===== src/rtl/multicycle_sequencer.sv =====
// Multi-cycle control FSM: fetch over req/ack, decode into ALU controls, iterative shifts.
// Optional retired-instruction counter enabled by defining PERF_CNT_EN.
module multicycle_sequencer #(
  parameter int TIMEOUT = 16,
  parameter int SHAMT_W = 5
) (
  input  logic        clk,
  input  logic        rst,
  input  logic        run,
  output logic        imem_req,
  input  logic        imem_ack,
  input  logic [31:0] instr,
  output logic        ir_load,
  output logic        pc_inc,
  output logic [3:0]  alu_op,
  output logic        imm_sel,
  output logic        shift_step,
  output logic        reg_we,
  output logic        busy,
  output logic        trap,
  output logic [1:0]  trap_code,
  output logic [31:0] instr_ret
);

  typedef enum logic [2:0] {
    S_IDLE, S_FETCH, S_DECODE, S_EXEC, S_SHIFT, S_WB, S_TRAP
  } state_t;

  localparam int WAIT_W = $clog2(TIMEOUT + 1);

  state_t             state, state_nxt;
  logic [WAIT_W-1:0]  wait_cnt;
  logic [SHAMT_W-1:0] cnt;
  logic [31:0]        ir;
  logic               is_shift;
  logic [3:0]         dec_alu;
  logic               dec_imm;
  logic [1:0]         dec_err;
  logic               fetch_expired;
  logic [SHAMT_W-1:0] ir_shamt;
  logic               unused_ir;

  // Handshake: imem_req is held for the whole of FETCH; a cycle with
  // imem_req & imem_ack transfers instr. imem_ack in any other state is ignored.
  assign imem_req   = (state == S_FETCH);
  assign ir_load    = (state == S_FETCH) && imem_ack;
  assign pc_inc     = ir_load;
  assign shift_step = (state == S_SHIFT);
  assign reg_we     = (state == S_WB);
  assign trap       = (state == S_TRAP);
  assign busy       = (state != S_IDLE) && (state != S_TRAP);

  assign ir_shamt      = ir[6 +: SHAMT_W];
  assign fetch_expired = (wait_cnt == WAIT_W'(TIMEOUT - 1)) && !imem_ack;
  assign unused_ir     = ^ir;

  // dec_err carries the trap code directly; 00 means the instruction is legal.
  always_comb begin
    dec_alu = 4'b0000;
    dec_imm = 1'b0;
    dec_err = 2'b00;
    if (ir[31:26] == 6'h3F) begin
      dec_imm = 1'b1;
    end else if (ir[31:26] == 6'h00) begin
      case (ir[5:0])
        6'h00:   dec_alu = 4'b1001;
        6'h02:   dec_alu = 4'b1010;
        6'h20:   dec_alu = 4'b0010;
        6'h22:   dec_alu = 4'b0110;
        6'h24:   dec_alu = 4'b0000;
        6'h25:   dec_alu = 4'b0001;
        default: dec_err = 2'b11;
      endcase
    end else begin
      dec_err = 2'b10;
    end
  end

  always_comb begin
    state_nxt = state;
    case (state)
      S_IDLE:   if (run) state_nxt = S_FETCH;
      S_FETCH: begin
        if (imem_ack)           state_nxt = S_DECODE;
        else if (fetch_expired) state_nxt = S_TRAP;
      end
      S_DECODE: state_nxt = (dec_err != 2'b00) ? S_TRAP : S_EXEC;
      S_EXEC:   state_nxt = (is_shift && ir_shamt != '0) ? S_SHIFT : S_WB;
      S_SHIFT:  if (cnt == SHAMT_W'(1)) state_nxt = S_WB;
      S_WB:     state_nxt = run ? S_FETCH : S_IDLE;
      S_TRAP:   state_nxt = S_TRAP;
      default:  state_nxt = S_IDLE;
    endcase
  end

  always_ff @(posedge clk) begin
    if (rst) begin
      state     <= S_IDLE;
      wait_cnt  <= '0;
      cnt       <= '0;
      ir        <= '0;
      is_shift  <= 1'b0;
      alu_op    <= 4'b0000;
      imm_sel   <= 1'b0;
      trap_code <= 2'b00;
    end else begin
      state    <= state_nxt;
      wait_cnt <= (state == S_FETCH) ? wait_cnt + 1'b1 : '0;
      if (ir_load) ir <= instr;
      if (state == S_DECODE) begin
        if (dec_err == 2'b00) begin
          alu_op   <= dec_alu;
          imm_sel  <= dec_imm;
          is_shift <= dec_alu[3];
        end else begin
          trap_code <= dec_err;
        end
      end
      if (state == S_FETCH && fetch_expired) trap_code <= 2'b01;
      if (state == S_EXEC)       cnt <= ir_shamt;
      else if (state == S_SHIFT) cnt <= cnt - 1'b1;
    end
  end

`ifdef PERF_CNT_EN
  logic [31:0] ret_cnt;
  always_ff @(posedge clk) begin
    if (rst)                ret_cnt <= '0;
    else if (state == S_WB) ret_cnt <= ret_cnt + 32'd1;
  end
  assign instr_ret = ret_cnt;
`else
  assign instr_ret = 32'h0;
`endif

endmodule


===== config.mk =====
export PLATFORM = sky130hd
export DESIGN_NAME = multicycle_sequencer
export DESIGN_NICKNAME = d
export VERILOG_FILES = /design/src/rtl/multicycle_sequencer.sv
export SDC_FILE = /design/constraint.sdc
export NUM_CORES = 1
export LEC_CHECK = 0
export CAP_MARGIN = 20
export CORE_ASPECT_RATIO = 1.1
export CORE_MARGIN = 1.5
export CORE_UTILIZATION = 39
export DETAILED_ROUTE_END_ITERATION = 16
export PLACE_DENSITY = 0.77
export SLEW_MARGIN = 0
export SYNTH_ARGS = -nofsm -noshare
export SYNTH_HDL_FRONTEND = slang
export SYNTH_SLANG_ARGS = --single-unit

===== constraint.sdc =====
create_clock -name clk -period 1.48 [get_ports clk]
set_input_delay 0.296 -clock clk [delete_from_list [all_inputs] [get_ports clk]]
set_output_delay 0.296 -clock clk [all_outputs]
set_load 0.05 [all_outputs]

; Yosys cells after proc, flatten, opt, wreduce, memory -nomap -nowiden
; Index checks and enable logic that the tools add are counted.
[totals]
ff_bits = 53
out_inout_bits = 46
elab_cells = 74
[op_classes]
add_sub_neg = 2
eq_ne = 19
muxes = 20
n_bitwise = 2
reduce_logical = 22
[ops]
columns = op, count
row1 = $eq 6x6->1 const B, 5
row2 = $pmux 3 s7, 1
row3 = $pmux 4 s5, 1
row4 = $mux 3, 5
row5 = $logic_not 6->1, 2
row6 = $mux 5, 2
row7 = $eq 3x3->1 const B, 3
row8 = $mux 4, 2
row9 = $eq 3x2->1 const B, 2
row10 = $eq 6x2->1 const B, 1
row11 = $mux 1, 6
row12 = $mux 2, 3
row13 = $reduce_and 2->1, 3
row14 = $reduce_bool 2->1, 3
row15 = $reduce_or 6->1, 1
row16 = $add 5x1->5 const B, 1
row17 = $eq 5x1->1 const B, 1
row18 = $eq 5x4->1 const B, 1
row19 = $logic_and 1x1->1, 5
row20 = $reduce_bool 5->1, 1
row21 = $sub 5x1->5 const B, 1
row22 = $ne 2x1->1 const B, 2
row23 = $reduce_or 2->1, 2
row24 = $eq 3x1->1 const B, 1
row25 = other kinds (9), 10

; Depth between registers and ports, before layout
; Gate-level depths: netlist (run 1).
[depth]
word_depth = 9
mapped_depth = 7
mapped_depth_nobuf = 6

; Worst setup path before layout (run 1)
; OpenSTA, ideal clock, no wires.
[synth_timing]
kind = flip-flop to output port
start = register state[0]
end = output pc_inc
t_arrival_ns = 1.701
slack_ns = -0.517
stages_incl_launch_ff = 7
path_buffers = 2
cell_sequence = dfxtp_1 > or3b_4 > inv_2 > nand2_4 > clkinv_2 > buf_6 > buf_4
[synth_via]
elab_chain_len = 2
[synth_lines]
columns = item, line_no
row1 = "start, declared", 31  ; state_t state, state_nxt;
row2 = "start signal, assigned", 107  ; state <= state_nxt;
row3 = $eq 3x1->1, --
row4 = named net imem_req, 10  ; output logic imem_req,
row5 = $logic_and 1x1->1, 46  ; assign ir_load = (state == S_FETCH) && imem_ack;
row6 = "end, declared", 14  ; output logic pc_inc,
; The timed path passes the listed nets, and every way through them passes these cells.

; Worst setup path in the final report (run 1)
[layout_timing]
start = register state[0]
end = output ir_load
[layout_via]
elab_chain_len = 2
[layout_lines]
columns = item, line_no
row1 = $eq 3x1->1, 46
row2 = $logic_and 1x1->1, 46
row3 = "end, declared", 13  ; output logic ir_load,
; Every way passes these cells.

==> results.toml, run 1 <==
[cts]
root_buffer = "clkbuf_8"
cts_tree = "built"
cts.htree.levels = 2
clockBufferDepth = 2
clock_latency_ps = 290
clkTransAtPathRegs_ps = 70
hold_buffers = 0
cts_sinks = 37
numCtsBuffers = 5

[routing]
drt_iter0_drc = 80
met1_length_um = 1964
drt-total-wl_um = 5158
ant_nets = 0
wl_met2_um = 2834
viasPerCell = 4.888
dr.pass1.iters = 10
top_layer = "met4"
num_vias = 1882
drt-wirelength-per-cell_um = 13.40
route.met3.wl_um = 188
drcViolationCount = 4

[timing]
fin_crit_sh_pct = 115.6
fmax_ghz = 0.5843
fin_ws_ps = -231.3
setup_violations = 18
relSlewSlack_pct = 64.12
clock_skew_ps = 7.365
rsz0062_at_grt = "true"
hold_viol = 0
worstMarginPinSlew_ps = 533.3
period_minus_slack_ps = 1711
final_max_slew_viol_count = 0
fin_hold_ws_ps = 483.0
fin_tns_setup_ps = -2075

[yosys]
synth.ff_latch_count = 37
syn-cell-area_um2 = 2009
synth-async-reset-ratio_pct = 0
synth-edff-count = 0
ys_warn_count = 0
ys_dominant_reg_cell = "dfxtp_1"
synth_cell_types = 50
avgSynthCellArea_um2 = 8.408
synthCells = 239
ys_seq_area_share_pct = 36.86

[pwr]
power_density_nw_per_um2 = 1845
p_leak_nw = 1.296
ir_worst_vdd_mv = 0.8888

[worst_setup_path]
crit_type = "flip-flop to output port"
crit_path_cell_trace = "or3b_4 > inv_8 > nand2_8 > clkinv_8 > buf_12"
cp-start-kind = "flip-flop"
slowest_delay_ps = 420
startpoint = "state[0]"
cp.arrival_ps = 1420
reg2reg_from = "state[0]"
worstPathMaxFanout = 4
cpMaxStageDelayCell = "or3b_4"
critPathRequiredTime_ps = 1180
end_kind = "output port"

[floorplan]
ioPinCount = 82
initial_utilization_pct = 40.19
die_h_um = 78.29
die_area_um2 = 5593
core_area_um2 = 5000
die_x_um = 71.44
fp-row-count = 27

[final_layout]
finish.utilization_pct = 64.59
areaGrowthSynthToFinish_pct = 60.71
final_nets = 366
fin_cells = 385
drive_gt1_share_pct = 40.98
n_antenna_cell = 0
final_common_cell = "buf_4"
final_cell_mix = "buf_4 (45), nand2_1 (34), conb_1 (32), dfxtp_1 (25), clkdlybuf4s50_1 (20)"

[place]
place.gp.congestion = 0.7596
place_ws_ps = -229.4
port-buffer-count = 34
dpl.cell_count = 357
place_hpwl_um = 3190

[hold_path]
hp-start = "ir[29]"
min_path_type = "flip-flop to flip-flop"

[run_status]
status = "finished with violations"
violations = "DRC, setup timing"

[global_routing]
antenna_found_initial = 0
grt_pass1_vias = 1758
grt_usage_pct = 16.99
overflow = 0
grt_max_degree = 19
grt_pass1_wl_um = 7541

[flow_run]
max_cap_viol_count = 0
-- final cells by class --
| cell class | instances | area, µm² |
|---|---|---|
| fillers | 381 | 1770 |
| flip-flops and latches | 37 | 763.2 |
| clock buffers | 6 | 72.57 |
| clock inverters | 2 | 10.01 |
| inverters | 10 | 62.56 |
| multi-input cells | 181 | 1274 |
| repair buffers | 91 | 974.7 |
| well taps | 58 | 72.57 |
-- final timing paths --
path	depth (start not counted)	end	slack [ps]
worst max-delay path	5	ir_load	-230
worst min-delay path	2	ir[29]	480
worst max register to register	5	state[0]	-220
worst min register to register	2	ir[29]	480
-- metrics by stage --
step	power, mW	instance area, µm²
after floorplan	2.866	2191
after global placement	3.723	2715
after detailed placement	3.764	2715
after CTS	5.459	3070
after global routing	6.296	3229
final	5.958	3229
-- critical path: cells and delay by family, from the launching register on --
family / cells / cell delay (ps)
and+or+nand+nor: 2 / 480
DFF: 1 / 370
buffers and inverters: 3 / 270
-- sequential cells by signal, summed over array words and instances, names as in the netlist --
name,cells
trap_code,2
state,3
cnt,5
wait_cnt,5
ir,17
imm_sel,1
alu_op,4
-- repair_timing --
| action | CTS | global route |
|---|---|---|
| endpoints found under the setup margin | 35 | 36 |
| pin swaps | 13 | 12 |
| buffers inserted | 17 | 6 |
| gates resized for setup | 37 | 31 |
-- Yosys cell counts, drive strengths merged (2+ instances only) --
cell type  number  area, µm²
nand2          40      157.6
buf            38      282.8
dfxtp          37      740.7
a21oi          21      105.1
nor2           13      48.80
inv             9      33.79
nand2b          7      43.79
a211oi          6      45.04
and3            5      31.28
nor3            5      30.03
clkbuf          4      15.01
ha              4      50.05
mux2i           4      40.04
nand3           4      20.02
nor4            4      52.55
a2111oi         3      32.53
o21ai           3      15.01
or3b            3      31.28
xnor2           3      26.28
a31oi           2      18.77
and3b           2      17.52
nor3b           2      15.01
o22ai           2      12.51
o32ai           2      17.52
or4             2      15.01
-- per-layer routing --
metal | vias to the layer above | track usage (%)
met4 | 0 | 6.538
met2 | 58 | 32.52
met1 | 872 | 17.57
met3 | 13 | 3.851
li1 | 939 | -
met5 | - | 0
-- cells by family after synthesis --
kind of cell             synth area share, %
adder cells (fa/ha/maj)                2.491
XOR/XNOR                               1.744
multiplexers                           1.993
AO/OA/AOI/OAI                          14.26
AND/OR/NAND/NOR                        25.72
flip-flops                             36.86
buffers and inverters                  16.75
other                                 0.1866
-- where the power goes --
group | leakage (nW) | internal (mW) | switching, mW
clock | 0.0450 | 0.326 | 0.341
sequential | 0.306 | 1.23 | 0.226
combinational | 0.945 | 1.95 | 1.88
total | 1.30 | 3.51 | 2.45
No activity file was read; power rests on OpenSTA's default activity.
==> inputs of run 2 (changes only) <==
SKIP_LAST_GASP = 1   (was default)
==> results.toml, run 2 (synthesized netlist as in run 1, its figures left out) <==
[timing]
fin_crit_sh_pct = 115.3
hold_viol = 0
setup_violations = 17
period_minus_slack_ps = 1706
rsz0062_at_grt = "true"
fin_ws_ps = -225.8
fmax_ghz = 0.5862
clock_skew_ps = 7.956
final_max_slew_viol_count = 0
fin_hold_ws_ps = 483.5

[pwr]
swShare_pct = 41.57
p_leak_nw = 1.298
clkPwrFrac_pct = 11.1
internal_power_mw = 3.514
seqPwrFrac_pct = 24.2
ir_worst_vdd_mv = 0.8883
combPwrFrac_pct = 64.7
switching_power_mw = 2.500
power_density_nw_per_um2 = 1859

[final_layout]
final_common_cell = "buf_4"
top_regs = "ir x17, cnt x5, wait_cnt x5"
n_antenna_cell = 0
areaGrowthSynthToFinish_pct = 61.02
drive_gt1_share_pct = 40.37
final_cell_mix = "buf_4 (44), nand2_1 (35), conb_1 (32), dfxtp_1 (25), clkdlybuf4s50_1 (20)"
largest_reg_flops = 17
final_cell_area_um2 = 3236
fill_cells = 382
top_register = "ir"
final_nets = 366

[cts]
numCtsBuffers = 5
root_buffer = "clkbuf_8"
cts.htree.levels = 2
cts_sinks = 37
clkTransAtPathRegs_ps = 70
clock_latency_ps = 290
clockBufferDepth = 2
cts_tree = "built"

[place]
place_hpwl_um = 3190
port-buffer-count = 34
dpl-instance-area_um2 = 2715
place.gp.congestion = 0.7596

[floorplan]
die_h_um = 78.29
initial_utilization_pct = 40.19
core_area_um2 = 5000
die_area_um2 = 5593
ioPinCount = 82
fp-row-count = 27
die_x_um = 71.44

[global_routing]
grt_pass1_vias = 1743
grt_usage_pct = 17.02
antenna_found_initial = 0
grt_pass1_wl_um = 7534
grt_max_degree = 19
overflow = 0

[worst_setup_path]
end_kind = "output port"
cp.arrival_ps = 1410
crit_type = "flip-flop to output port"
cp-start-kind = "flip-flop"
critPathRequiredTime_ps = 1180
reg2reg_from = "state[0]"
crit_path_end = "ir_load"
startpoint = "state[0]"
worstPathMaxFanout = 4
r2r_cells = 5
timing.rr.end = "state[0]"
regToRegSetupSlack_ps = -180

[run_status]
status = "finished with violations"
violations = "DRC, setup timing"

[flow_run]
max_cap_viol_count = 0

[routing]
dr.pass1.iters = 10
drt-total-wl_um = 5241
viasPerCell = 4.953
drt-wirelength-per-cell_um = 13.61
drcViolationCount = 4
ant_nets = 0
drt_iter0_drc = 105
num_vias = 1907

[hold_path]
min_path_type = "flip-flop to flip-flop"
-- run 2: layer usage --
metal  part of all wire [%]  routed length, µm  track usage, %
met4                    3.8                199           6.154
met3                    4.1                217           3.594
met2                     54               2830           32.52
met5                      0                  0               0
met1                     38               1994           17.97
-- run 2: cell type report --
type | count | area [µm²] | share of cell area (%)
timing repair buffer | 91 | 978.4 | 30.24
clock inverter | 2 | 10.01 | 0.3094
tap | 58 | 72.57 | 2.243
clock buffer | 6 | 72.57 | 2.243
multi-input combinational | 181 | 1276 | 39.44
inverter | 10 | 62.56 | 1.933
sequential | 37 | 763.2 | 23.59
-- run 2: worst min path at each step --
| stage | slack [ps] | endpoint | cells past startpoint | startpoint |
|---|---|---|---|---|
| floorplan | 420 | wait_cnt[0] | 1 | wait_cnt[0] |
| global placement | 450 | ir[7] | 2 | ir[7] |
| detailed placement | 450 | ir[7] | 2 | ir[7] |
| CTS | 460 | ir[7] | 2 | ir[7] |
| global route | 490 | ir[7] | 2 | ir[7] |
| finish | 480 | ir[7] | 2 | ir[7] |
-- run 2: power by group through the flow --
stage          clock network [mW]  logic, mW  registers [mW]
4_1_cts                     0.684       3.34            1.43
6_report                    0.666       3.89            1.46
2_1_floorplan                   0       1.44            1.42
3_5_place_dp                    0       2.37            1.40
3_3_place_gp                    0       2.34            1.38
5_1_grt                     0.739       4.12            1.48
-- run 2: worst max-delay path, stage by stage, from the launching register on --
cell	delay, ps
dfxtp_4	370
or3b_4	420
inv_8	90
nand2_8	60
clkinv_8	60
buf_12	120
-- run 2: what timing repair did --
item,4_1_cts,5_1_grt
gates resized for setup,36,32
pin swaps,13,14
hold endpoints to repair,0,0
hold buffers,0,0
endpoints found under the setup margin,35,36
buffers inserted,17,6
-- run 2: metrics by stage --
stage / setup TNS, ps / std cells / power [mW] / util (%) / setup WS [ps]
finish: -2030 / 385 / 6.014 / 64.71 / -225.8
global route: -3161 / 385 / 6.335 / 64.71 / -266.5
CTS: -1606 / 381 / 5.448 / 61.36 / -221.8
detailed placement: -1620 / 357 / 3.764 / 54.30 / -229.4
global placement: -1079 / 357 / 3.723 / 54.30 / -237.4
floorplan: -360.4 / 270 / 2.866 / - / -163.8
